## src/rtl/tile_operand_loader.sv

```systemverilog
// Collects one operand frame (config, vector A, vector B) from the network and writes it
// to the register file ports, with ack tracking, timed retries and a sticky error state.
module tile_operand_loader #(
    parameter int unsigned WIDTH       = 16,
    parameter int unsigned NUM_INPUTS  = 4,
    parameter int unsigned ACK_TIMEOUT = 8,
    parameter int unsigned MAX_RETRY   = 3
) (
    input  logic             clk,
    input  logic             reset,
    input  logic             in_valid,
    output logic             in_ready,
    input  logic [WIDTH-1:0] in_data,
    input  logic             rf_busy,
    output logic             wen1,
    output logic [WIDTH-1:0] w_data1 [NUM_INPUTS],
    input  logic             wr_ack1,
    output logic             wen2,
    output logic [WIDTH-1:0] w_data2 [NUM_INPUTS],
    input  logic             wr_ack2,
    output logic             wen3,
    output logic [WIDTH-1:0] w_data3,
    input  logic             wr_ack3,
    output logic             load_done,
    output logic             err,
    output logic [7:0]       frames_loaded
);

    localparam int unsigned FRAME_LEN = 2 * NUM_INPUTS + 1;
    localparam int unsigned IDX_W     = $clog2(FRAME_LEN);
    localparam int unsigned TIMER_W   = (ACK_TIMEOUT > 1) ? $clog2(ACK_TIMEOUT) : 1;
    localparam int unsigned RETRY_W   = (MAX_RETRY > 0) ? $clog2(MAX_RETRY + 1) : 1;

    typedef enum logic [2:0] {
        S_COLLECT  = 3'd0,
        S_ISSUE    = 3'd1,
        S_WAIT_ACK = 3'd2,
        S_DONE     = 3'd3,
        S_ERROR    = 3'd4
    } state_e;

    state_e               state_q, state_d;
    logic [IDX_W-1:0]     idx_q, idx_d;
    logic [TIMER_W-1:0]   timer_q, timer_d;
    logic [RETRY_W-1:0]   retry_q, retry_d;
    logic [2:0]           seen_q, seen_d;
    logic                 wen_q, wen_d;
    logic                 load_done_q, load_done_d;
    logic                 err_q, err_d;
    logic [7:0]           frames_q, frames_d;
    logic [WIDTH-1:0]     cfg_q, cfg_d;
    logic [WIDTH-1:0]     a_q [NUM_INPUTS];
    logic [WIDTH-1:0]     a_d [NUM_INPUTS];
    logic [WIDTH-1:0]     b_q [NUM_INPUTS];
    logic [WIDTH-1:0]     b_d [NUM_INPUTS];

    logic                 xfer;
    logic                 last_word;
    logic [2:0]           seen_now;
    logic                 all_acked;
    logic                 timed_out;
    logic                 retries_spent;

    assign in_ready      = (state_q == S_COLLECT) && !reset;
    assign xfer          = in_valid && in_ready;
    assign last_word     = (idx_q == IDX_W'(FRAME_LEN - 1));
    assign seen_now      = seen_q | {wr_ack3, wr_ack2, wr_ack1};
    assign all_acked     = &seen_now;
    assign timed_out     = (timer_q == TIMER_W'(ACK_TIMEOUT - 1));
    assign retries_spent = (retry_q == RETRY_W'(MAX_RETRY));

    // State register
    always_ff @(posedge clk) begin
        if (reset) begin
            state_q <= S_COLLECT;
        end else begin
            state_q <= state_d;
        end
    end

    // Next-state logic; all-acks wins over a coincident timeout
    always_comb begin
        state_d = state_q;
        unique case (state_q)
            S_COLLECT:  if (xfer && last_word) state_d = S_ISSUE;
            S_ISSUE:    if (!rf_busy) state_d = S_WAIT_ACK;
            S_WAIT_ACK: begin
                if (all_acked) begin
                    state_d = S_DONE;
                end else if (timed_out) begin
                    state_d = retries_spent ? S_ERROR : S_ISSUE;
                end
            end
            S_DONE:     state_d = S_COLLECT;
            S_ERROR:    state_d = S_ERROR;
            default:    state_d = S_COLLECT;
        endcase
    end

    // Datapath / registered-output next values
    always_comb begin
        idx_d       = idx_q;
        timer_d     = timer_q;
        retry_d     = retry_q;
        seen_d      = seen_q;
        wen_d       = 1'b0;
        load_done_d = 1'b0;
        err_d       = err_q;
        frames_d    = frames_q;
        cfg_d       = cfg_q;
        a_d         = a_q;
        b_d         = b_q;
        unique case (state_q)
            S_COLLECT: begin
                if (xfer) begin
                    if (idx_q == '0) cfg_d = in_data;
                    for (int unsigned i = 0; i < NUM_INPUTS; i++) begin
                        if (idx_q == IDX_W'(i + 1)) a_d[i] = in_data;
                        if (idx_q == IDX_W'(i + 1 + NUM_INPUTS)) b_d[i] = in_data;
                    end
                    idx_d = last_word ? '0 : idx_q + IDX_W'(1);
                end
            end
            S_ISSUE: begin
                if (!rf_busy) begin
                    wen_d   = 1'b1;
                    seen_d  = '0;
                    timer_d = '0;
                end
            end
            S_WAIT_ACK: begin
                seen_d = seen_now;
                if (all_acked) begin
                    load_done_d = 1'b1;
                    frames_d    = frames_q + 8'd1;
                end else if (timed_out) begin
                    if (retries_spent) err_d = 1'b1;
                    else retry_d = retry_q + RETRY_W'(1);
                end else begin
                    timer_d = timer_q + TIMER_W'(1);
                end
            end
            S_DONE:  retry_d = '0;
            S_ERROR: err_d = 1'b1;
            default: ;
        endcase
    end

    always_ff @(posedge clk) begin
        if (reset) begin
            idx_q       <= '0;
            timer_q     <= '0;
            retry_q     <= '0;
            seen_q      <= '0;
            wen_q       <= 1'b0;
            load_done_q <= 1'b0;
            err_q       <= 1'b0;
            frames_q    <= '0;
            cfg_q       <= '0;
            for (int unsigned i = 0; i < NUM_INPUTS; i++) begin
                a_q[i] <= '0;
                b_q[i] <= '0;
            end
        end else begin
            idx_q       <= idx_d;
            timer_q     <= timer_d;
            retry_q     <= retry_d;
            seen_q      <= seen_d;
            wen_q       <= wen_d;
            load_done_q <= load_done_d;
            err_q       <= err_d;
            frames_q    <= frames_d;
            cfg_q       <= cfg_d;
            a_q         <= a_d;
            b_q         <= b_d;
        end
    end

    assign wen1          = wen_q;
    assign wen2          = wen_q;
    assign wen3          = wen_q;
    assign w_data1       = a_q;
    assign w_data2       = b_q;
    assign w_data3       = cfg_q;
    assign load_done     = load_done_q;
    assign err           = err_q;
    assign frames_loaded = frames_q;

endmodule

```

## config.mk

```make
export PLATFORM = sky130hd
export DESIGN_NAME = tile_operand_loader
export DESIGN_NICKNAME = d
export VERILOG_FILES = /design/src/rtl/tile_operand_loader.sv
export SDC_FILE = /design/constraint.sdc
export NUM_CORES = 1
export LEC_CHECK = 0
export CAP_MARGIN = 20
export CORE_UTILIZATION = 30
export CTS_CLUSTER_DIAMETER = 50
export DETAILED_ROUTE_END_ITERATION = 10
export PLACE_DENSITY_LB_ADDON = 0.15
export SLEW_MARGIN = 10
export SYNTH_ARGS = -nofsm -noshare
export SYNTH_HDL_FRONTEND = slang
export SYNTH_SLANG_ARGS = --single-unit
```

## constraint.sdc

```tcl
create_clock -name clk -period 4.3 [get_ports clk]
set_input_delay 0.86 -clock clk [delete_from_list [all_inputs] [get_ports clk]]
set_output_delay 0.86 -clock clk [all_outputs]
set_load 0.02 [all_outputs]
```

Word level (Yosys, flattened, before mapping) --
Index checks and enable logic that the tools add are counted.
Storage, ports and cells: word-level logic and storage cells 97, bits in registers 170, input port bits 23, output and inout port bits 158
Cells by class: bitwise gates (word level) 3, mux-type cells 22, reductions and logical operators 28, add/subtract/negate cells 4, equality and inequality tests 22
Operator list (count):
- 3-bit AND reduction | 11
- 3-bit two-way mux | 8
- 4-bit by 3-bit == test with 1-bit output, second input constant | 4
- 4-bit AND reduction | 4
- 2-bit inequality test, second input constant | 6
- 3-bit case mux with 2 select lines | 2
- 3-bit case mux with 4 select lines | 1
- 8-bit by 1-bit adder with 8-bit output, second input constant | 1
- 4-bit by 2-bit == test with 1-bit output, second input constant | 2
- 3-bit by 2-bit == test with 1-bit output, second input constant | 2
- 3-bit == test, second input constant | 2
- 2-bit two-way mux | 3
- 2-bit nonzero test | 3
- 1-bit two-way mux | 5
- 4-bit by 1-bit adder with 4-bit output, second input constant | 1
- 4-bit by 1-bit == test with 1-bit output, second input constant | 1
- 4-bit == test, second input constant | 1
- 4-bit zero test | 1
- 4-bit two-way mux | 1
- 2-bit case mux with 2 select lines | 1
- 2-bit AND reduction | 2
- 2-bit OR reduction | 2
- 3-bit by 1-bit adder with 3-bit output, second input constant | 1
- 3-bit by 1-bit == test with 1-bit output, second input constant | 1
- 10 further kinds | 13

Longest topological paths before layout --
Gate-level depths: netlist of run 1.
depth in word-level cells 6, depth in mapped cells 8, mapped depth without buffers 6

Least setup slack after synthesis of run 1 --
OpenSTA, ideal clock, no wires.
kind input to register, from input reset, to register b_q, in the netlist w_data2[10], required time 4172 ps, cell stages on the path 6, data arrival time 2604 ps, path slack 1568 ps, buffers on the path 2, setup time 128 ps, cell sequence clkbuf_1 nor4_2 nand3_1 buf_2 mux2i_1 nor2_1
On the way: longest elaborated chain between the ends 4
Ends and longest elaborated chain:
- start: declaration | RTL line 10 | input logic reset,
- 1-bit zero test | RTL line 64 | assign in_ready = (state_q == S_COLLECT) && !reset;
- 1-bit logical AND | RTL line 64
- via in_ready | RTL line 12 | output logic in_ready,
- 1-bit logical AND | RTL line 65 | assign xfer = in_valid && in_ready;
- 3-bit AND reduction (no source line)
- end signal: indexed assignment | RTL line 162 | b_q[i] <= '0;
- end signal: assignment | RTL line 175 | b_q <= b_d;
- end: declaration | RTL line 54 | logic [WIDTH-1:0] b_q [NUM_INPUTS];
The timed path passes the listed nets, and every way through them passes these cells. A chain may end at the register's enable or synchronous reset.

Worst setup path in the final report of run 1 --
from input reset, to output in_ready
On the way: longest elaborated chain between the ends 2
Ends and longest elaborated chain (RTL line):
- 1-bit zero test | 64
- 1-bit logical AND | 64
- end: declaration | 12
Every way passes these cells.

==> impl_metrics.csv, run 1 <==
group,metric,value,unit
synth,synth_cell_type_count,42,
worst_setup_path,reg2reg_slack,1920,ps
floorplan,die_w,147.8,µm
timing,hold_viol,0,
global_route,grt_pass1_wl,30.59,mm
place,placed_cells,1167,
synth,yosysSeqAreaShare,0.5335,
route,drt_iter0_drc,303,
place,finalWeightedCongestion,0.7502,
synth,ys_ff_latch,170,
synth,synth_edf_count,0,
worst_setup_path,worstPathRequired,3440,ps
min_path,whs_endpoint,"w_data2[55]$_SDFFE_PP0P_",
finish,utilization,0.4318,
global_route,grt_max_degree,103,
finish,layout.nets,948,
timing,timing.final.crit_share,0.7619,
synth,synth_cells,782,
floorplan,core-area,20560,µm²
place,dp_hpwl,13.22,mm
finish,fin_cells,1199,
timing,finalMaxSlewViolations,0,
route,avgRoutedWirePerCell,16.67,µm
status,status,"complete, no violations",
floorplan,fp-row-count,52,
worst_setup_path,r2r_start,"state_q[2]$_SDFFE_PP0P_",
synth,yosys.area.top_type_share,0.5335,
route,ant_nets,0,
synth,synth_nets,813,
route,wl,19.99,mm
place,port_buffers,180,
timing,worst_pin_slew,829.5,ps
global_route,grt_pass1_vias,5168,
clocking,cts_setup_buffers,0,
synth,synth_commonest_cells,"nand2_1 (264), dfxtp_1 (170), a21oi_1 (140)",
worst_setup_path,crit_arrival,2420,ps
finish,antennaDiodeCount,0,
clocking,insertion_delay,420,ps
floorplan,initial_utilization,0.3102,
timing,setup_ws,1024,ps
flow_run,cap_violations,0,
timing,slew_headroom,0.4453,
global_route,grtUsageTotal,0.1842,
min_path,worstHoldPathType,"register to register",
floorplan,fp.dieArea,21850,µm²
worst_setup_path,path_class,"primary input to primary output",
power,ir_drop,239.7,µV
finish,fill_cells,2113,
route,via_per_inst,4.656,
synth,yosysWarnings,0,
timing,clock_skew,8.118,ps
clocking,cts.reportedPaths.clkPinSlew,60,ps
synth,syn_area,6379,µm²
clocking,numCtsBuffers,17,
min_path,min_from,"w_data2[55]$_SDFFE_PP0P_",
place,placed_area,8272,µm²
worst_setup_path,start_kind,"primary input",
clocking,cts_resized,0,
place,preCtsSetupSlack,1017,ps
synth,ys.flop_type,"dfxtp_1",
floorplan,ios,181,
power,p_total,3.446,mW
timing,layout_min_cycle_time,3276,ps
synth,synthArstFlopShare,0,
power,p_leak,3.096,nW
power,p_per_area,388.2,nW/µm²
synth,yosysMostFrequentCell,"nand2_1",
finish,stdcell_area,8879,µm²
clocking,clock_path_buffers,2,
finish,area_growth,39.19,%
finish,regArea,3403,µm²
route,drc_errors,0,
synth,netlist_top_cells_area,"dfxtp_1 (53%), nand2_1 (16%), a21oi_1 (11%)",
worst_setup_path,crit_path_end_kind,"primary output",
min_path,holdPathStages,2,
timing,max_freq,305.2,MHz
finish,drive_gt1_frac,0.04413,
clocking,cts-root-buf,"clkbuf_16",
finish,multiInputGateArea,2671,µm²
floorplan,die_y,147.8,µm
timing,rsz0062_at_grt,"no",
global_route,antenna_found_initial,0,
timing,holdWs,452.9,ps
synth,synth_area_leader_cell,"dfxtp_1",
clocking,htree_levels,4,
worst_setup_path,cp_max_fo,102,
route,num_vias,5583,
clocking,clock-sinks,170,
route,drt_pre_antenna_iters,4,
worst_setup_path,r2r_end,"w_data1[9]$_SDFFE_PP0P_",
synth,synth_area_per_cell,8.157,µm²
timing,finalSetupViolCount,0,
worst_setup_path,reg2reg_depth,5,
timing,setup-tns-final,0,ps
clocking,hold_buffers,0,
global_route,overflow,0,
clocking,cts_tree,"yes",
-- layout make-up --
type                    instances  area share
repair buffers                186      0.2079
flip-flops and latches        170      0.3833
inverters                       5    0.002114
multi-input cells             537      0.3009
clock inverters                10     0.01592
clock buffers                  21     0.05186
well taps                     270     0.03805
-- power by group --
group | leakage [nW] | switching [mW] | internal (mW) | total [mW]
Sequential | 1.37 | 0.0214 | 1.60 | 1.62
Combinational | 1.44 | 0.160 | 0.0861 | 0.246
Clock | 0.290 | 0.635 | 0.945 | 1.58
-- registers in the layout (all words and copies together) (netlist names) --
name,count
retry_q,2
load_done,1
w_data2,64
timer_q,3
w_data3,16
seen_q,3
state_q,3
err,1
w_data1,64
frames_loaded,8
wen1,1
idx_q,4
-- worst max-delay path by stage --
stage / start / to / slack, ps / depth (start not counted)
2_1_floorplan: reset / w_data2[10]$_SDFFE_PP0P_ / 1570 / 6
3_5_place_dp: reset / in_ready / 1020 / 3
3_3_place_gp: reset / in_ready / 1010 / 3
5_1_grt: reset / in_ready / 950 / 3
4_1_cts: reset / in_ready / 1020 / 3
6_report: reset / in_ready / 1020 / 3
-- cells in the final DEF (no fill, tap or decap), types with 4 or more instances in the layout --
master	netlist	routed
a22oi_1	4	4
nand4_1	8	8
or3_1	4	4
nand4b_1	5	5
clkbuf_16	0	17
ha_1	8	8
mux2i_1	18	18
nand3_1	9	9
nand2_1	264	264
and4_1	4	4
a21oi_1	140	140
dfxtp_1	170	170
inv_1	5	5
o211ai_1	4	4
nor2_1	29	29
and4b_1	4	4
buf_4	4	5
clkdlybuf4s50_1	0	179
-- cells by family (layout without fill, tap and decap cells) --
logic type	count (synthesis)	after routing	synth area share
flops	170	170	0.5335
mux	18	18	0.02825
compound gates	164	164	0.1383
buf+inv	75	222	0.04767
xor+xnor	2	2	0.002747
simple gates	345	345	0.2338
fa+ha+maj	8	8	0.01569
-- per-layer routing --
metal	routed length (µm)	vias up	GRT usage	part of all wire
li1	-	2868	-	-
met5	0	-	0	0
met4	243	0	0.05464	0.012
met2	8465	167	0.2705	0.42
met3	1508	21	0.04630	0.075
met1	9771	2527	0.2636	0.49
-- critical path, stage by stage --
cell	delay, ps
buf_6	300
nor4_2	530
clkdlybuf4s50_1	720
(Power assumes the default switching activity.)
==> inputs of run 2 (changes only) <==
clock period = 3 ns   (was 4.3 ns; I/O delays follow)
==> impl_metrics.csv, run 2 (synthesis gave the netlist of run 1 again) <==
group,metric,value,unit
clocking,hold_buffers,0,
clocking,clock_path_buffers,2,
timing,hold_viol,0,
flow_run,cap_violations,0,
timing,slew_headroom,0.5178,
worst_setup_path,worstPathRequired,2400,ps
worst_setup_path,reg2reg_depth,4,
clocking,htree_levels,4,
worst_setup_path,crit_path_end,"in_ready",
power,ir_drop,348.0,µV
clocking,cts_tree,"yes",
clocking,cts_setup_buffers,0,
route,num_vias,5665,
worst_setup_path,path_class,"register to primary output",
finish,layout_common_cells,"nand2_1 (264), clkdlybuf4s50_1 (179), dfxtp_1 (170)",
floorplan,die_y,147.8,µm
route,drt_pre_antenna_iters,4,
timing,finalMaxSlewViolations,0,
worst_setup_path,startpoint,"state_q[2]$_SDFFE_PP0P_",
route,ant_nets,0,
worst_setup_path,r2r_start,"state_q[1]$_SDFFE_PP0P_",
timing,finalSetupViolCount,0,
finish,stdcell_area,9019,µm²
worst_setup_path,start_kind,"register",
timing,layout_min_cycle_time,2462,ps
place,dp_hpwl,13.41,mm
finish,layout.nets,965,
power,p_total,4.940,mW
clocking,insertion_delay,420,ps
global_route,grt_pass1_wl,30.87,mm
timing,timing.final.crit_share,0.8208,
place,port_buffers,180,
clocking,cts-root-buf,"clkbuf_16",
place,finalWeightedCongestion,0.7624,
route,drt_iter0_drc,300,
floorplan,initial_utilization,0.3102,
floorplan,fp-row-count,52,
timing,setup-tns-final,0,ps
finish,area_growth,41.39,%
worst_setup_path,reg2reg_slack,740,ps
finish,antennaDiodeCount,0,
power,p_leak,3.183,nW
global_route,grtUsageTotal,0.1856,
timing,worst_pin_slew,721.1,ps
route,via_per_inst,4.655,
worst_setup_path,r2r_end,"frames_loaded[7]$_SDFFE_PP0P_",
worst_setup_path,cp_max_fo,8,
finish,drive_gt1_frac,0.06441,
clocking,cts_resized,0,
floorplan,fp.dieArea,21850,µm²
min_path,worstHoldPathType,"register to register",
clocking,numCtsBuffers,17,
power,p_per_area,547.7,nW/µm²
timing,rsz0062_at_grt,"no",
global_route,grt_max_degree,64,
clocking,clock-sinks,170,
floorplan,die_w,147.8,µm
route,drc_errors,0,
global_route,overflow,0,
place,placed_area,8419,µm²
worst_setup_path,crit_arrival,1860,ps
route,avgRoutedWirePerCell,16.45,µm
global_route,grt_pass1_vias,5284,
finish,fill_cells,2107,
global_route,antenna_found_initial,0,
route,wl,20.02,mm
worst_setup_path,crit_path_end_kind,"primary output",
status,status,"complete, no violations",
finish,final_common_cell,"nand2_1",
clocking,cts.reportedPaths.clkPinSlew,70,ps
floorplan,core-area,20560,µm²
floorplan,ios,181,
timing,clock_skew,8.155,ps
timing,max_freq,406.1,MHz
[run 2: through the flow]
stage	hold slack (ps)	setup WS [ps]	cells	util
after floorplan	451.6	528.0	782	-
after global placement	436.4	482.3	1185	0.4095
after detailed placement	440.4	436.4	1185	0.4095
after CTS	455.0	495.9	1217	0.4387
after global routing	466.1	423.5	1217	0.4387
final	452.6	537.7	1217	0.4387
[run 2: worst min path at each step]
| stage | startpoint | to | slack, ps | cells after the start |
|---|---|---|---|---|
| 2_1_floorplan | retry_q[1]$_SDFFE_PP0P_ | retry_q[1]$_SDFFE_PP0P_ | 450 | 2 |
| 3_3_place_gp | err$_SDFFE_PP0P_ | err$_SDFFE_PP0P_ | 440 | 1 |
| 3_5_place_dp | err$_SDFFE_PP0P_ | err$_SDFFE_PP0P_ | 440 | 1 |
| 4_1_cts | w_data3[0]$_SDFFE_PP0P_ | w_data3[0]$_SDFFE_PP0P_ | 450 | 2 |
| 5_1_grt | w_data1[19]$_SDFFE_PP0P_ | w_data1[19]$_SDFFE_PP0P_ | 470 | 2 |
| 6_report | w_data1[14]$_SDFFE_PP0P_ | w_data1[14]$_SDFFE_PP0P_ | 450 | 2 |
[run 2: area by class of cell]
type / instances / area (µm²) / area share
Multi-Input combinational cell: 537 / 2671 / 0.2962
Timing Repair Buffer: 203 / 1988 / 0.2204
Clock buffer: 18 / 439.2 / 0.04870
Inverter: 5 / 18.77 / 0.002081
Sequential cell: 170 / 3403 / 0.3774
Clock inverter: 14 / 160.2 / 0.01776
Tap cell: 270 / 337.8 / 0.03746
[run 2: worst max-delay path, cell delays in order (launching register included)]
cell	delay (ps)
dfxtp_1	410
nor4_2	360
clkdlybuf4s50_1	670
[run 2: layer usage]
metal | wire [µm] | vias to the layer above | share of wire | track usage
met4 | 151 | 0 | 0.0075 | 0.04742
met3 | 1274 | 11 | 0.064 | 0.05278
met1 | 9801 | 2615 | 0.49 | 0.2592
li1 | - | 2893 | - | -
met2 | 8791 | 146 | 0.44 | 0.2790
met5 | 0 | - | 0 | 0
[run 2: power breakdown]
group	switching, mW	internal (mW)
logic	0.232	0.136
clock network	0.981	1.27
registers	0.0298	2.29
total	1.24	3.70
==> inputs of run 3 (changes only) <==
clock period = 2.04 ns   (was 3 ns; I/O delays follow)
==> impl_metrics.csv, run 3 (synthesis gave the netlist of run 1 again) <==
group,metric,value,unit
timing,max_freq,517.5,MHz
worst_setup_path,crit_arrival,1520,ps
status,status,"complete, no violations",
route,drt_iter0_drc,241,
power,p_total,7.289,mW
clocking,insertion_delay,430,ps
flow_run,cap_violations,0,
timing,hold_viol,0,
global_route,grtUsageTotal,0.1864,
route,ant_nets,0,
clocking,clock-sinks,170,
worst_setup_path,slowest_delay,370,ps
power,ir_drop,519.7,µV
worst_setup_path,reg2reg_slack,240,ps
finish,final_common_cell,"nand2_1",
place,finalWeightedCongestion,0.7631,
clocking,numCtsBuffers,17,
worst_setup_path,r2r_end,"w_data1[50]$_SDFFE_PP0P_",
floorplan,die_w,147.8,µm
worst_setup_path,worstPathRequired,1630,ps
route,via_per_inst,4.683,
timing,worst_pin_slew,585.5,ps
worst_setup_path,r2r_start,"state_q[2]$_SDFFE_PP0P_",
route,drc_errors,0,
worst_setup_path,start_kind,"register",
route,wl,20.24,mm
worst_setup_path,crit_path_end_kind,"primary output",
power,p_leak,3.318,nW
timing,finalMaxSlewViolations,0,
finish,area_growth,45.41,%
min_path,worstHoldPathType,"register to register",
place,preCtsSetupSlack,-108.5,ps
route,drt_pre_antenna_iters,5,
floorplan,core-area,20560,µm²
worst_setup_path,cp_max_fo,7,
worst_setup_path,cp_slowest_cell,"dlygate4sd2_1",
clocking,clock_path_buffers,2,
worst_setup_path,path_cells,"buf_4, nor4_4, dlygate4sd2_1",
min_path,whs_endpoint,"w_data1[49]$_SDFFE_PP0P_",
floorplan,die_y,147.8,µm
floorplan,initial_utilization,0.3102,
route,avgRoutedWirePerCell,16.35,µm
timing,setup_ws,107.5,ps
timing,finalSetupViolCount,0,
floorplan,fp-row-count,52,
power,p_per_area,785.8,nW/µm²
place,placed_cells,1206,
finish,fin_cells,1238,
floorplan,ios,181,
place,dp_hpwl,13.55,mm
finish,fill_cells,2082,
global_route,grt_pass1_wl,31.42,mm
timing,timing.final.crit_share,0.9473,
worst_setup_path,path_class,"register to primary output",
global_route,overflow,0,
route,num_vias,5797,
finish,drive_gt1_frac,0.08471,
finish,antennaDiodeCount,0,
worst_setup_path,reg2reg_depth,7,
global_route,grt_max_degree,99,
clocking,cts-root-buf,"clkbuf_16",
finish,layout_common_cells,"nand2_1 (264), clkdlybuf4s50_1 (178), dfxtp_1 (170)",
finish,layout.nets,986,
timing,layout_min_cycle_time,1932,ps
global_route,grt_pass1_vias,5432,
clocking,htree_levels,4,
global_route,antenna_found_initial,0,
min_path,min_from,"w_data1[49]$_SDFFE_PP0P_",
timing,clock_skew,15.94,ps
timing,rsz0062_at_grt,"no",
clocking,hold_buffers,0,
clocking,cts.reportedPaths.clkPinSlew,70,ps
clocking,cts_tree,"yes",
min_path,holdPathStages,2,
place,port_buffers,180,
floorplan,fp.dieArea,21850,µm²
timing,slew_headroom,0.6084,
[run 3: per-stage QoR]
step	hold WS [ps]	instance area, µm²	TNS (ps)	utilization
2_1_floorplan	451.6	6387	0	-
3_3_place_gp	441.2	8686	-227.4	0.4225
3_5_place_dp	445.3	8686	-393.8	0.4225
4_1_cts	441.9	9275	0	0.4511
5_1_grt	454.0	9275	0	0.4511
6_report	452.1	9275	0	0.4511
[run 3: worst max path at each step]
| stage | slack [ps] | depth (start not counted) | startpoint | endpoint |
|---|---|---|---|---|
| 3_5_place_dp | -110 | 5 | wr_ack2 | frames_loaded[5]$_SDFFE_PP0P_ |
| 5_1_grt | 40 | 3 | state_q[1]$_SDFFE_PP0P_ | in_ready |
| 3_3_place_gp | -90 | 5 | wr_ack2 | frames_loaded[7]$_SDFFE_PP0P_ |
| 4_1_cts | 70 | 3 | state_q[1]$_SDFFE_PP0P_ | in_ready |
| 6_report | 110 | 3 | state_q[1]$_SDFFE_PP0P_ | in_ready |
| 2_1_floorplan | 30 | 6 | reset | w_data2[10]$_SDFFE_PP0P_ |
[run 3: timing repair]
action | in CTS | in global routing
setup endpoints to repair | 1 | 0
gates resized for setup | 1 | 0
setup buffers | 0 | 0
[run 3: layout make-up]
type	instances	area, µm²	share of cell area
Tap cell	270	337.8	0.03642
Timing Repair Buffer	224	2245	0.2420
Sequential cell	170	3403	0.3669
Clock inverter	15	165.2	0.01781
Inverter	5	18.77	0.002023
Multi-Input combinational cell	537	2680	0.2890
Clock buffer	17	425.4	0.04587
[run 3: metal layers]
metal / part of all wire / track usage / wire length [µm]
met5: 0 / 0 / 0
met4: 0.0088 / 0.05412 / 178
met3: 0.054 / 0.04722 / 1084
met2: 0.44 / 0.2802 / 8853
met1: 0.50 / 0.2616 / 10120
[run 3: report_power, final]
part,leakage [nW],total [mW],switching [mW],internal [mW]
Sequential,1.37,3.40,0.0358,3.37
Clock,0.295,3.29,1.45,1.83
Combinational,1.65,0.598,0.362,0.236
Total,3.32,7.29,1.85,5.44
[run 3: worst max-delay path: cells and delay by family, from the launching register on]
kind / cells / cell delay (ps)
AND/OR/NAND/NOR: 1 / 270
flip-flops: 1 / 310
buffers and inverters: 2 / 530
